File: src/rtl/sub_div_pkg.sv
// Shared definitions for the repeated-subtraction divider controller.
package sub_div_pkg;

  // Controller state encoding.
  typedef enum logic [1:0] {
    IDLE = 2'b00,
    RUN  = 2'b01,
    DONE = 2'b10
  } state_t;

  // Default operand/result width.
  localparam int DEF_WIDTH = 4;

endpackage

File: src/rtl/sub_div_ctrl_sub4_flags.sv
// Ripple A-B subtractor (A + ~B + 1) with N/Z/Cout/V flags.
// Cout=1 means no borrow, i.e. A >= B.
module sub4_flags #(
  parameter int WIDTH = sub_div_pkg::DEF_WIDTH
) (
  input  logic [WIDTH-1:0] a,
  input  logic [WIDTH-1:0] b,
  output logic [WIDTH-1:0] sum,
  output logic             n,
  output logic             z,
  output logic             cout,
  output logic             v
);

  logic [WIDTH:0]   carry;
  logic [WIDTH-1:0] b_inv;

  assign carry[0] = 1'b1;
  assign b_inv    = ~b;

  // One full-adder cell per bit; carry ripples from LSB upward.
  genvar gi;
  generate
    for (gi = 0; gi < WIDTH; gi++) begin : g_bit
      assign sum[gi]     = a[gi] ^ b_inv[gi] ^ carry[gi];
      assign carry[gi+1] = (a[gi] & b_inv[gi]) | (carry[gi] & (a[gi] ^ b_inv[gi]));
    end
  endgenerate

  assign cout = carry[WIDTH];
  assign n    = sum[WIDTH-1];
  assign z    = (sum == '0);
  // Signed overflow: operands differ in sign and result sign differs from A.
  assign v    = (a[WIDTH-1] ^ b[WIDTH-1]) & (sum[WIDTH-1] ^ a[WIDTH-1]);

endmodule

File: src/rtl/sub_div_ctrl.sv
// Unsigned divider by repeated subtraction through one shared subtractor.
// Each RUN cycle computes R-D and uses Cout/Z to stop, early-exit or continue.
module sub_div_ctrl
  import sub_div_pkg::*;
#(
  parameter int WIDTH = DEF_WIDTH
) (
  input  logic             clk,
  input  logic             rst_n,
  input  logic             start,
  input  logic [WIDTH-1:0] dividend,
  input  logic [WIDTH-1:0] divisor,
  output logic             busy,
  output logic             done,
  output logic [WIDTH-1:0] quotient,
  output logic [WIDTH-1:0] remainder,
  output logic             div_by_zero
);

  localparam logic [WIDTH-1:0] ONE = {{(WIDTH-1){1'b0}}, 1'b1};

  state_t           state_reg, state_next;
  logic [WIDTH-1:0] r_reg, r_next;
  logic [WIDTH-1:0] q_reg, q_next;
  logic [WIDTH-1:0] d_reg, d_next;
  logic [WIDTH-1:0] quot_reg, quot_next;
  logic [WIDTH-1:0] rem_reg, rem_next;
  logic             dbz_reg, dbz_next;

  logic [WIDTH-1:0] sub_sum;
  logic             sub_z;
  logic             sub_cout;
  logic             sub_n_unused;
  logic             sub_v_unused;

  sub4_flags #(.WIDTH(WIDTH)) u_sub (
    .a    (r_reg),
    .b    (d_reg),
    .sum  (sub_sum),
    .n    (sub_n_unused),
    .z    (sub_z),
    .cout (sub_cout),
    .v    (sub_v_unused)
  );

  // State and datapath registers; reset discards any in-flight operation.
  always_ff @(posedge clk or negedge rst_n) begin
    if (!rst_n) begin
      state_reg <= IDLE;
      r_reg     <= '0;
      q_reg     <= '0;
      d_reg     <= '0;
      quot_reg  <= '0;
      rem_reg   <= '0;
      dbz_reg   <= 1'b0;
    end else begin
      state_reg <= state_next;
      r_reg     <= r_next;
      q_reg     <= q_next;
      d_reg     <= d_next;
      quot_reg  <= quot_next;
      rem_reg   <= rem_next;
      dbz_reg   <= dbz_next;
    end
  end

  // Next-state and branch decode from the subtractor's Cout and Z flags.
  always_comb begin
    state_next = state_reg;
    r_next     = r_reg;
    q_next     = q_reg;
    d_next     = d_reg;
    quot_next  = quot_reg;
    rem_next   = rem_reg;
    dbz_next   = dbz_reg;
    case (state_reg)
      IDLE: begin
        if (start) begin
          if (divisor == '0) begin
            // Zero divisor: report immediately, never enter RUN.
            state_next = DONE;
            quot_next  = '1;
            rem_next   = dividend;
            dbz_next   = 1'b1;
          end else begin
            state_next = RUN;
            r_next     = dividend;
            q_next     = '0;
            d_next     = divisor;
          end
        end
      end
      RUN: begin
        if (!sub_cout) begin
          // R < D: the partial remainder is final.
          state_next = DONE;
          quot_next  = q_reg;
          rem_next   = r_reg;
          dbz_next   = 1'b0;
        end else if (sub_z) begin
          // Exact division: finish one step early, which also keeps Q from wrapping.
          state_next = DONE;
          quot_next  = q_reg + ONE;
          rem_next   = '0;
          dbz_next   = 1'b0;
        end else begin
          r_next = sub_sum;
          q_next = q_reg + ONE;
        end
      end
      DONE:    state_next = IDLE;
      default: state_next = IDLE;
    endcase
  end

  assign busy        = (state_reg != IDLE);
  assign done        = (state_reg == DONE);
  assign quotient    = quot_reg;
  assign remainder   = rem_reg;
  assign div_by_zero = dbz_reg;

endmodule

File: config.mk
export PLATFORM = sky130hd
export DESIGN_NAME = sub_div_ctrl
export DESIGN_NICKNAME = d
export VERILOG_FILES = /design/src/rtl/sub_div_pkg.sv /design/src/rtl/sub_div_ctrl_sub4_flags.sv /design/src/rtl/sub_div_ctrl.sv
export SDC_FILE = /design/constraint.sdc
export NUM_CORES = 1
export LEC_CHECK = 0
export ABC_AREA = 1
export CAP_MARGIN = 10
export CORE_ASPECT_RATIO = 1.5
export CORE_MARGIN = 4
export CORE_UTILIZATION = 45
export CTS_BUF_LIST = sky130_fd_sc_hd__clkbuf_16
export CTS_CLUSTER_SIZE = 14
export DETAILED_ROUTE_END_ITERATION = 7
export GPL_TIMING_DRIVEN = 0
export PLACE_DENSITY = 0.67
export SYNTH_ARGS = -nofsm -noshare
export SYNTH_HDL_FRONTEND = slang
export SYNTH_SLANG_ARGS = --single-unit
export TNS_END_PERCENT = 10
File: constraint.sdc
create_clock -name clk -period 5.3 [get_ports clk]
set_input_delay 0.795 -clock clk [delete_from_list [all_inputs] [get_ports clk]]
set_output_delay 0.795 -clock clk [all_outputs]
set_load 0.01 [all_outputs]
; ---- After elaboration in Yosys (flattened, before gate mapping)
; Cells that the tools add are included.
[classes]
mux = 30
eq_ne = 8
addsub = 1
bitwise = 21
n_reduce_logical = 9
[ops]
columns = cell, count
row1 = $mux 4, 16
row2 = $pmux 4 s2, 4
row3 = $ne 2x2->1 const B, 5
row4 = $logic_not 4->1, 2
row5 = $mux 2, 4
row6 = $and 1x1->1, 7
row7 = $xor 1x1->1, 7
row8 = $reduce_and 5->1, 1
row9 = $add 4x1->4 const B, 1
row10 = $mux 1, 4
row11 = $not 4->4, 1
row12 = $or 1x1->1, 4
row13 = $pmux 2 s2, 1
row14 = $reduce_and 4->1, 1
row15 = $reduce_bool 2->1, 2
row16 = $ne 3x3->1 const B, 1
row17 = $reduce_and 3->1, 1
row18 = $eq 2x1->1 const B, 1
row19 = $eq 2x2->1 const B, 1
row20 = $logic_not 2->1, 1
row21 = $not 1->1, 2
row22 = $pmux 1 s2, 1
row23 = $reduce_and 2->1, 1
[totals]
reg_bits = 23
word_cells = 76
inputBits = 11
output_inout_bits = 11

; ---- Longest topological paths before layout
; Gate-level depths: netlist of the first run.
[depth]
depth_word = 12
mapped_depth = 13
ltp_nobuf = 13

; ---- Modules after synthesis
; From an unflattened synthesis of the first run, not the netlist that was laid out.
[unflattened]
cells_unflattened = 181
hier_area_um2 = 1347.5
[modules_own_cells]
columns = module, area_per_inst_um2, cells_each, n_inst, seq_area_each_um2
row1 = sub_div_ctrl, 1191.1, 158, 1, 575.6
row2 = sub4_flags, 156.4, 23, 1, 0.0

; ---- Least setup slack after synthesis of the first run
; Ideal clock, no wire load.
[synth_timing]
kind = register to register
start = register r_reg[0]
end = register dbz_reg, in the netlist div_by_zero
path_buffers = 1
setup_ns = 0.120
slack_ns = 2.799
path_stages_with_launch = 14
period_less_slack_ns = 2.501
required_time_ns = 5.180
arrival_time_ns = 2.381
path_cell_list = dfrtp_1 > inv_1 > ha_1 > fa_1 > fa_1 > inv_1 > fa_1 > nor2_1 > nand2_1 > nand2_4 > nand3_2 > buf_6 > nand2_1 > o21ai_2
[synth_via]
elab_chain_cells = 10
elab_cells_between_ends = 18
classes_between = 1 x eq/ne / 2 x mux / 13 x bitwise / 2 x reduce/logical
[synth_rtl]
columns = element, line
row1 = from (decl), sub_div_ctrl.sv:23  ; logic [WIDTH-1:0] r_reg, r_next;
row2 = from (signal assigned), sub_div_ctrl.sv:58  ; r_reg <= r_next;
row3 = $and 1x1->1 / $xor 1x1->1 (equally long branches), "sub_div_ctrl_sub4_flags.sv:26, sub_div_ctrl_sub4_flags.sv:25"
row4 = $or 1x1->1, sub_div_ctrl_sub4_flags.sv:26  ; assign carry[gi+1] = (a[gi] & b_inv[gi]) | (carry[gi] & (a[gi] ^ b_inv[gi]));
row5 = $and 1x1->1, sub_div_ctrl_sub4_flags.sv:26
row6 = $or 1x1->1, sub_div_ctrl_sub4_flags.sv:26
row7 = $and 1x1->1, sub_div_ctrl_sub4_flags.sv:26
row8 = $or 1x1->1, sub_div_ctrl_sub4_flags.sv:26
row9 = $xor 1x1->1 / $and 1x1->1 (equally long branches), "sub_div_ctrl_sub4_flags.sv:25, sub_div_ctrl_sub4_flags.sv:26"
row10 = $logic_not 4->1 / $or 1x1->1 (equally long branches), "sub_div_ctrl_sub4_flags.sv:32, sub_div_ctrl_sub4_flags.sv:26"
row11 = $ne 3x3->1 (no line) / $mux 1 (equally long branches), --
row12 = $reduce_and 4->1 (no line) / $pmux 1 s2 (equally long branches), --
row13 = to (signal assigned), sub_div_ctrl.sv:63  ; dbz_reg <= dbz_next;
row14 = to (decl), sub_div_ctrl.sv:28  ; logic dbz_reg, dbz_next;
; Parallel ways exist; a longest one is shown, timed or not.
; A chain may end at the register's enable or synchronous reset.

; ---- Worst setup path in the final report of the first run
[layout_timing]
start = register r_reg[0]
end = register rem_reg[3], in the netlist remainder[3]
[layout_via]
elab_chain_cells = 10
elab_cells_between_ends = 18
classes_between = 1 x eq/ne / 2 x mux / 13 x bitwise / 2 x reduce/logical
[layout_rtl]
columns = element, line
row1 = $and 1x1->1 / $xor 1x1->1 (equally long branches), "sub_div_ctrl_sub4_flags.sv:26, sub_div_ctrl_sub4_flags.sv:25"
row2 = $or 1x1->1, sub_div_ctrl_sub4_flags.sv:26
row3 = $and 1x1->1, sub_div_ctrl_sub4_flags.sv:26
row4 = $or 1x1->1, sub_div_ctrl_sub4_flags.sv:26
row5 = $and 1x1->1, sub_div_ctrl_sub4_flags.sv:26
row6 = $or 1x1->1, sub_div_ctrl_sub4_flags.sv:26
row7 = $xor 1x1->1 / $and 1x1->1 (equally long branches), "sub_div_ctrl_sub4_flags.sv:25, sub_div_ctrl_sub4_flags.sv:26"
row8 = $logic_not 4->1 / $or 1x1->1 (equally long branches), "sub_div_ctrl_sub4_flags.sv:32, sub_div_ctrl_sub4_flags.sv:26"
row9 = $ne 3x3->1 (no line) / $mux 4 (equally long branches), --
row10 = $reduce_and 4->1 (no line) / $pmux 4 s2 (equally long branches), --
row11 = to (signal assigned), sub_div_ctrl.sv:62  ; rem_reg <= rem_next;
row12 = to (decl), sub_div_ctrl.sv:27  ; logic [WIDTH-1:0] rem_reg, rem_next;
; Parallel ways exist; a longest one is shown, timed or not.

==> results of run 1 <==
==> per-stage QoR <==
step,cell area [sq um],util [%]
floorplan,1260,-
detailed placement,1510,56.6
CTS,1590,59.6
global placement,1510,56.6
finish,1590,59.6
global route,1590,59.6
==> cell type report <==
class / instances / share of cell area (%)
flip-flops and latches: 23 / 36.1
clock inverters: 1 / 0.314
well taps: 37 / 2.90
multi-input cells: 111 / 37.0
repair buffers: 21 / 13.2
inverters: 16 / 3.77
clock buffers: 3 / 4.71
plain buffers: 3 / 1.96
==> power groups by stage <==
stage / Combinational (W) / Clock, W / Sequential, W
after floorplan: 0.000410 / 0 / 0.000316
after global placement: 0.000600 / 0 / 0.000305
after global routing: 0.000685 / 0.000175 / 0.000317
final: 0.000611 / 0.000162 / 0.000305
after CTS: 0.000617 / 0.000166 / 0.000306
after detailed placement: 0.000611 / 0 / 0.000309
==> worst min path at each step <==
stage | from | end | slack (ps) | cells past startpoint
2_1_floorplan | d_reg[0] | d_reg[0] | 450 | 2
3_3_place_gp | remainder[0] | remainder[0] | 460 | 2
3_5_place_dp | quotient[2] | quotient[2] | 470 | 2
4_1_cts | quotient[2] | quotient[2] | 490 | 2
5_1_grt | remainder[2] | remainder[2] | 510 | 2
6_report | remainder[2] | remainder[2] | 480 | 2
==> logic make-up after synthesis <==
logic type                 count (synthesis)
adders and majority gates                  5
DFF                                       23
xor gates and xnor gates                   1
and+or+nand+nor                           85
buffers and inverters                     19
AOI/OAI and AO/OA                         20
==> Yosys cell counts <==
| cell | count |
|---|---|
| a21oi_1 | 5 |
| buf_2 | 1 |
| buf_6 | 1 |
| buf_8 | 1 |
| dfrtp_1 | 23 |
| fa_1 | 3 |
| ha_1 | 2 |
| inv_1 | 15 |
| inv_2 | 1 |
| nand2_1 | 61 |
| nand2_2 | 1 |
| nand2_4 | 2 |
| nand3_1 | 6 |
| nand3_2 | 3 |
| nand4_1 | 1 |
| nor2_1 | 8 |
| nor2_4 | 2 |
| nor3_1 | 1 |
| o21ai_0 | 9 |
| o21ai_1 | 1 |
| o21ai_2 | 2 |
| o31ai_1 | 3 |
| xnor2_1 | 1 |
==> layer usage <==
metal	GRT usage (%)	vias to the layer above
met2	29.8	31
met1	17.1	504
met3	3.07	9
met4	9.88	0
li1	-	536
met5	0	-
==> worst max-delay path, stage by stage, from the launching register on <==
cell and delay (ps):
dfrtp_1 320, inv_1 70, ha_1 210, fa_1 390, fa_1 370, inv_1 80, fa_1 420, nor2_1 110
nand2_1 90, nand2_4 130, nand2_1 100, nor2_4 170, nand2_1 80, nand2_1 60
==> qor.csv, run 1 <==
stage,metric,value,unit
sta,hold_viol,0,
critical_path,worstPathRequired,5490,ps
critical_path,end_kind,flop,
min_path,hold_class,reg -> reg,
pwr,powerDensity,676,mW/mm^2
cells_and_area,drive_above_1_share,10.1,%
cells_and_area,antenna_cells,0,
detailed_routing,wirelength,2690,microns
placement,port-buffer-count,21,
critical_path,cp.arrival,2860,ps
critical_path,r2r-end,remainder[3],
floorplan,initial_utilization,47.0,%
clock_network,clkTransAtPathRegs,60,ps
clock_network,clock_path_buffers,2,
cells_and_area,multiInputGateArea,591,sq um
floorplan,io-pin-count,22,
clock_network,h-tree-depth,1,
synth,synthMuxAreaShare,0,%
synth,yosys-top-cells-area,"dfrtp_1, nand2_1, fa_1, inv_1, o21ai_0",
pwr,p_switching,0.000468,W
sta,relSlewSlack,31.7,%
critical_path,rrSetupSlack,2630,ps
cells_and_area,instances_no_fill,215,
cells_and_area,fill_cells,261,
clock_network,cts_hold_buf,0,
pwr,seq_power_share,28.3,%
pwr,p_leak,0.794,nW
detailed_routing,vias,1080,
detailed_routing,wl_met2,1420,microns
pwr,internal-power,0.000610,W
pwr,totalPowerFinal,0.00108,W
critical_path,path_class,reg -> reg,
floorplan,num_rows,23,
sta,fin_hold_ws,483,ps
sta,worst-slew-pin-transition,1020,ps
sta,setup_viol,0,
detailed_routing,ant_nets,0,
synth,seq_area_frac_synth,45.8,%
grt,antenna_found_initial,0,
run_status,outcome,"finished, final reports clean",
synth,synth_top_cell_by_area,dfrtp_1,
synth,synth_top_family_by_area,simple AND/OR/NAND/NOR gates,
detailed_routing,route.detailed.drc,0,
synth,synth-xor-area-share,0.697,%
sta,skew,5.46,ps
sta,tns,0,ps
cells_and_area,final_common_cell,nand2_1,
floorplan,die_y,72.7,microns
placement,dpl_worst_slack,2630,ps
grt,grt_overflow_total,0,
synth,syn_avg_cell_area,8.22,sq um
synth,yosys.area_share.simple,30.3,%
grt,grt_usage,16.4,%
cells_and_area,area_growth,26.8,%
grt,grt_max_degree,24,
synth,synth_seq_cells,23,
synth,synth_cells,153,
detailed_routing,wl_met3,148,microns
floorplan,dieArea,0.00372,sq mm
sta,rsz0062_at_grt,false,
cells_and_area,final_cell_mix,"nand2_1, dfrtp_1, clkdlybuf4s50_1, inv_1, o21ai_0",
sta,min_period_over_period,50.4,%
critical_path,critical_path.startpoint,r_reg[0],
synth,synth_nets,169,
grt,first_global_vias,1099,
detailed_routing,wl_met1,1030,microns
cells_and_area,nets,195,
detailed_routing,via_per_inst,5.02,
critical_path,critPathCapture,remainder[3],
sta,worst_slack,2630,ps
synth,synth_warnings,0,
placement,gp_congestion,0.751,
critical_path,r2r_start,r_reg[0],
placement,place_hpwl,2080,microns
clock_network,cts_made_buffers,3,
placement,dpl.cell_count,211,
grt,grt_pass1_wl,4600,microns
detailed_routing,drtIter0Drc,52,
detailed_routing,wire_per_inst,12.5,microns
sta,max_freq,374,MHz
synth,synth-compound-area-share,9.15,%
detailed_routing,first_pass_iters,4,
synth,synthAdderAreaFrac,6.77,%
floorplan,die_width,51.2,microns
clock_network,ctsResizeCount,0,
detailed_routing,top_layer_used,met4,
cells_and_area,seqCellArea,576,sq um
clock_network,clockRootBuffer,clkbuf_16,
pwr,sw_frac_of_total,43.4,%
floorplan,core-area,0.00268,sq mm
pwr,ir_worst_vdd,0.000332,V
critical_path,cp-start-kind,flop,
run,maxCapViolations,0,
clock_network,cts_tree,built,
clock_network,clock-sinks,23,
pwr,p_clk_share,15.1,%
synth,synth_area,0.00126,sq mm
sta,fin_crit,2670,ps
critical_path,reg2reg_depth,13,
synth,ys_types,23,
sta,slew_viol_final,0,
clock_network,cts_setup_buffers,0,
clock_network,clkLatencyLatePin,260,ps
synth,synth.top_cell.area_share,45.8,%
critical_path,path_max_fanout,8,
pwr,p_comb_share,56.7,%
No activity file was read; power rests on OpenSTA's default activity.
==> run 2: changes to the inputs <==
PLACE_DENSITY = 0.69   (was 0.67)
clock period = 2.45 ns   (was 5.3 ns; I/O delays follow)
==> run 2 against run 1 <==
- the run now ends with negative setup slack left
- register-to-register slack worse by 2700 ps
- count of clock-buffer cells in the layout is the same
- cell count rose by 1.9%
- critical path depth down 1
- clock skew shrank 3.4 ps
- sequential share of layout area is 0.86 points lower
- critical path type unchanged
- largest cell class unchanged
- largest power group unchanged
- highest routed layer unchanged
==> qor.csv, run 2 (synthesis gave the netlist of run 1 again) <==
stage,metric,value,unit
pwr,internal-power,0.00140,W
critical_path,path_common_cell,fa_2,
cells_and_area,final_cell_mix,"nand2_1, dfrtp_1, clkdlybuf4s50_1, inv_1, o21ai_0",
critical_path,path_max_fanout,5,
min_path,hold_path_end,remainder[2],
run_status,violations,negative setup slack,
sta,worst-slew-pin-transition,1020,ps
pwr,p_leak,0.808,nW
sta,max_freq,393,MHz
critical_path,rrSetupSlack,-100,ps
sta,min_period_over_period,104,%
pwr,sw_frac_of_total,42.9,%
clock_network,clock_path_buffers,2,
grt,grt_overflow_total,0,
placement,gp_congestion,0.777,
sta,slew_viol_final,0,
detailed_routing,route.detailed.drc,0,
floorplan,core-area,0.00268,sq mm
critical_path,worstPathRequired,2590,ps
run,maxCapViolations,0,
sta,rsz0062_at_grt,true,
cells_and_area,nets,199,
floorplan,io-pin-count,22,
min_path,whs_path_depth,2,
floorplan,dieArea,0.00372,sq mm
pwr,p_clk_share,14.1,%
pwr,p_switching,0.00105,W
pwr,seq_power_share,27.2,%
grt,grt_max_degree,24,
critical_path,cp.arrival,2690,ps
clock_network,cts_made_buffers,3,
grt,antenna_found_initial,0,
run_status,outcome,"complete, but fails checks",
placement,place_hpwl,2030,microns
floorplan,num_rows,23,
pwr,p_comb_share,58.7,%
sta,skew,2.03,ps
sta,tns,-1080,ps
grt,grt_usage,16.3,%
sta,relSlewSlack,32.0,%
cells_and_area,final_common_cell,nand2_1,
cells_and_area,finish.utilization,61.0,%
sta,setup_viol,17,
sta,worst_slack,-97.1,ps
sta,fin_crit,2550,ps
clock_network,cts_tree,built,
cells_and_area,drive_above_1_share,15.4,%
critical_path,cpPeakStageDelay,440,ps
critical_path,critical_path.top_delay_family,adder cells,
clock_network,h-tree-depth,1,
floorplan,initial_utilization,47.0,%
placement,dpl_worst_slack,-159,ps
detailed_routing,drtIter0Drc,26,
critical_path,end_kind,flop,
detailed_routing,via_per_inst,5.00,
detailed_routing,wirelength,2720,microns
clock_network,clkLatencyLatePin,250,ps
critical_path,r2r_start,d_reg[0],
critical_path,path_class,reg -> reg,
clock_network,clock-sinks,23,
pwr,ir_worst_vdd,0.000732,V
critical_path,worst-path-buf-inv,2,
min_path,hp-start,remainder[2],
cells_and_area,fill_cells,245,
floorplan,die_y,72.7,microns
detailed_routing,wire_per_inst,12.4,microns
critical_path,r2r-end,div_by_zero,
critical_path,cp_slowest_cell,fa_1,
cells_and_area,antenna_cells,0,
critical_path,reg2reg_depth,12,
critical_path,cp-start-kind,flop,
sta,hold_viol,0,
pwr,powerDensity,1500,mW/mm^2
detailed_routing,ant_nets,0,
placement,dpl.cell_count,211,
critical_path,crit_chain,ha_2 -> fa_2 -> fa_2 -> inv_2 -> fa_1 -> nor2_1 -> nand2_1 -> nand2_4 -> nand3_2 -> buf_2 -> nand2_2 -> o21ai_2,
clock_network,clkTransAtPathRegs,60,ps
detailed_routing,vias,1094,
detailed_routing,first_pass_iters,4,
cells_and_area,instances_no_fill,219,
clock_network,cts_hold_buf,0,
grt,first_global_vias,1094,
cells_and_area,area_growth,29.9,%
floorplan,die_width,51.2,microns
grt,grt_pass1_wl,4660,microns
clock_network,clockRootBuffer,clkbuf_16,
placement,port-buffer-count,21,
min_path,hold_class,reg -> reg,
==> run 2: worst max-delay path by stage <==
stage	from	end	cells after the start
floorplan	r_reg[0]	div_by_zero	13
global placement	r_reg[0]	remainder[2]	13
detailed placement	d_reg[0]	remainder[1]	12
CTS	d_reg[0]	remainder[1]	12
global route	d_reg[0]	div_by_zero	12
finish	d_reg[0]	div_by_zero	12
==> run 2: tightest hold or removal path, stage by stage (launching register included) <==
cell	delay, ps
dfrtp_1	340
nand2_1	50
nand2_1	50
==> run 2: per-stage QoR <==
step                      instance area, sq um  total power [W]  hold slack [ps]
final                                     1630          0.00245              478
after global routing                      1630          0.00266              500
after CTS                                 1610          0.00240              483
after detailed placement                  1520          0.00200              467
after global placement                    1520          0.00196              462
after floorplan                           1260          0.00158             71.9
==> run 2: repair_timing <==
item | in CTS | in global routing
endpoints found under the setup margin | 19 | 19
gates cloned | 0 | 1
buffers inserted | 1 | 2
resized for setup | 4 | 0
hold endpoints to repair | 0 | 0
pin swaps | 6 | 3
==> run 2: layout make-up <==
class	instances	area, sq um	area share [%]
Buffer	3	31.3	1.92
Clock buffer	3	75.1	4.60
Clock inverter	1	3.75	0.230
Inverter	16	60.1	3.68
Multi-Input combinational cell	111	603	36.9
Sequential cell	23	576	35.2
Tap cell	37	46.3	2.84
Timing Repair Buffer	25	238	14.6
==> run 2: power by group through the flow <==
stage,Sequential (W),Clock (W),Combinational [W]
6_report,0.000666,0.000345,0.00144
5_1_grt,0.000689,0.000366,0.00161
4_1_cts,0.000668,0.000354,0.00138
3_5_place_dp,0.000670,0,0.00133
3_3_place_gp,0.000662,0,0.00130
2_1_floorplan,0.000687,0,0.000891
==> run 2: layer usage <==
| metal | GRT usage (%) | vias up | share of wire [%] |
|---|---|---|---|
| met5 | 0 | - | 0 |
| met4 | 6.29 | 0 | 1.9 |
| met3 | 2.04 | 5 | 3.9 |
| met2 | 31.3 | 26 | 55 |
| met1 | 17.6 | 522 | 39 |
| li1 | - | 541 | - |
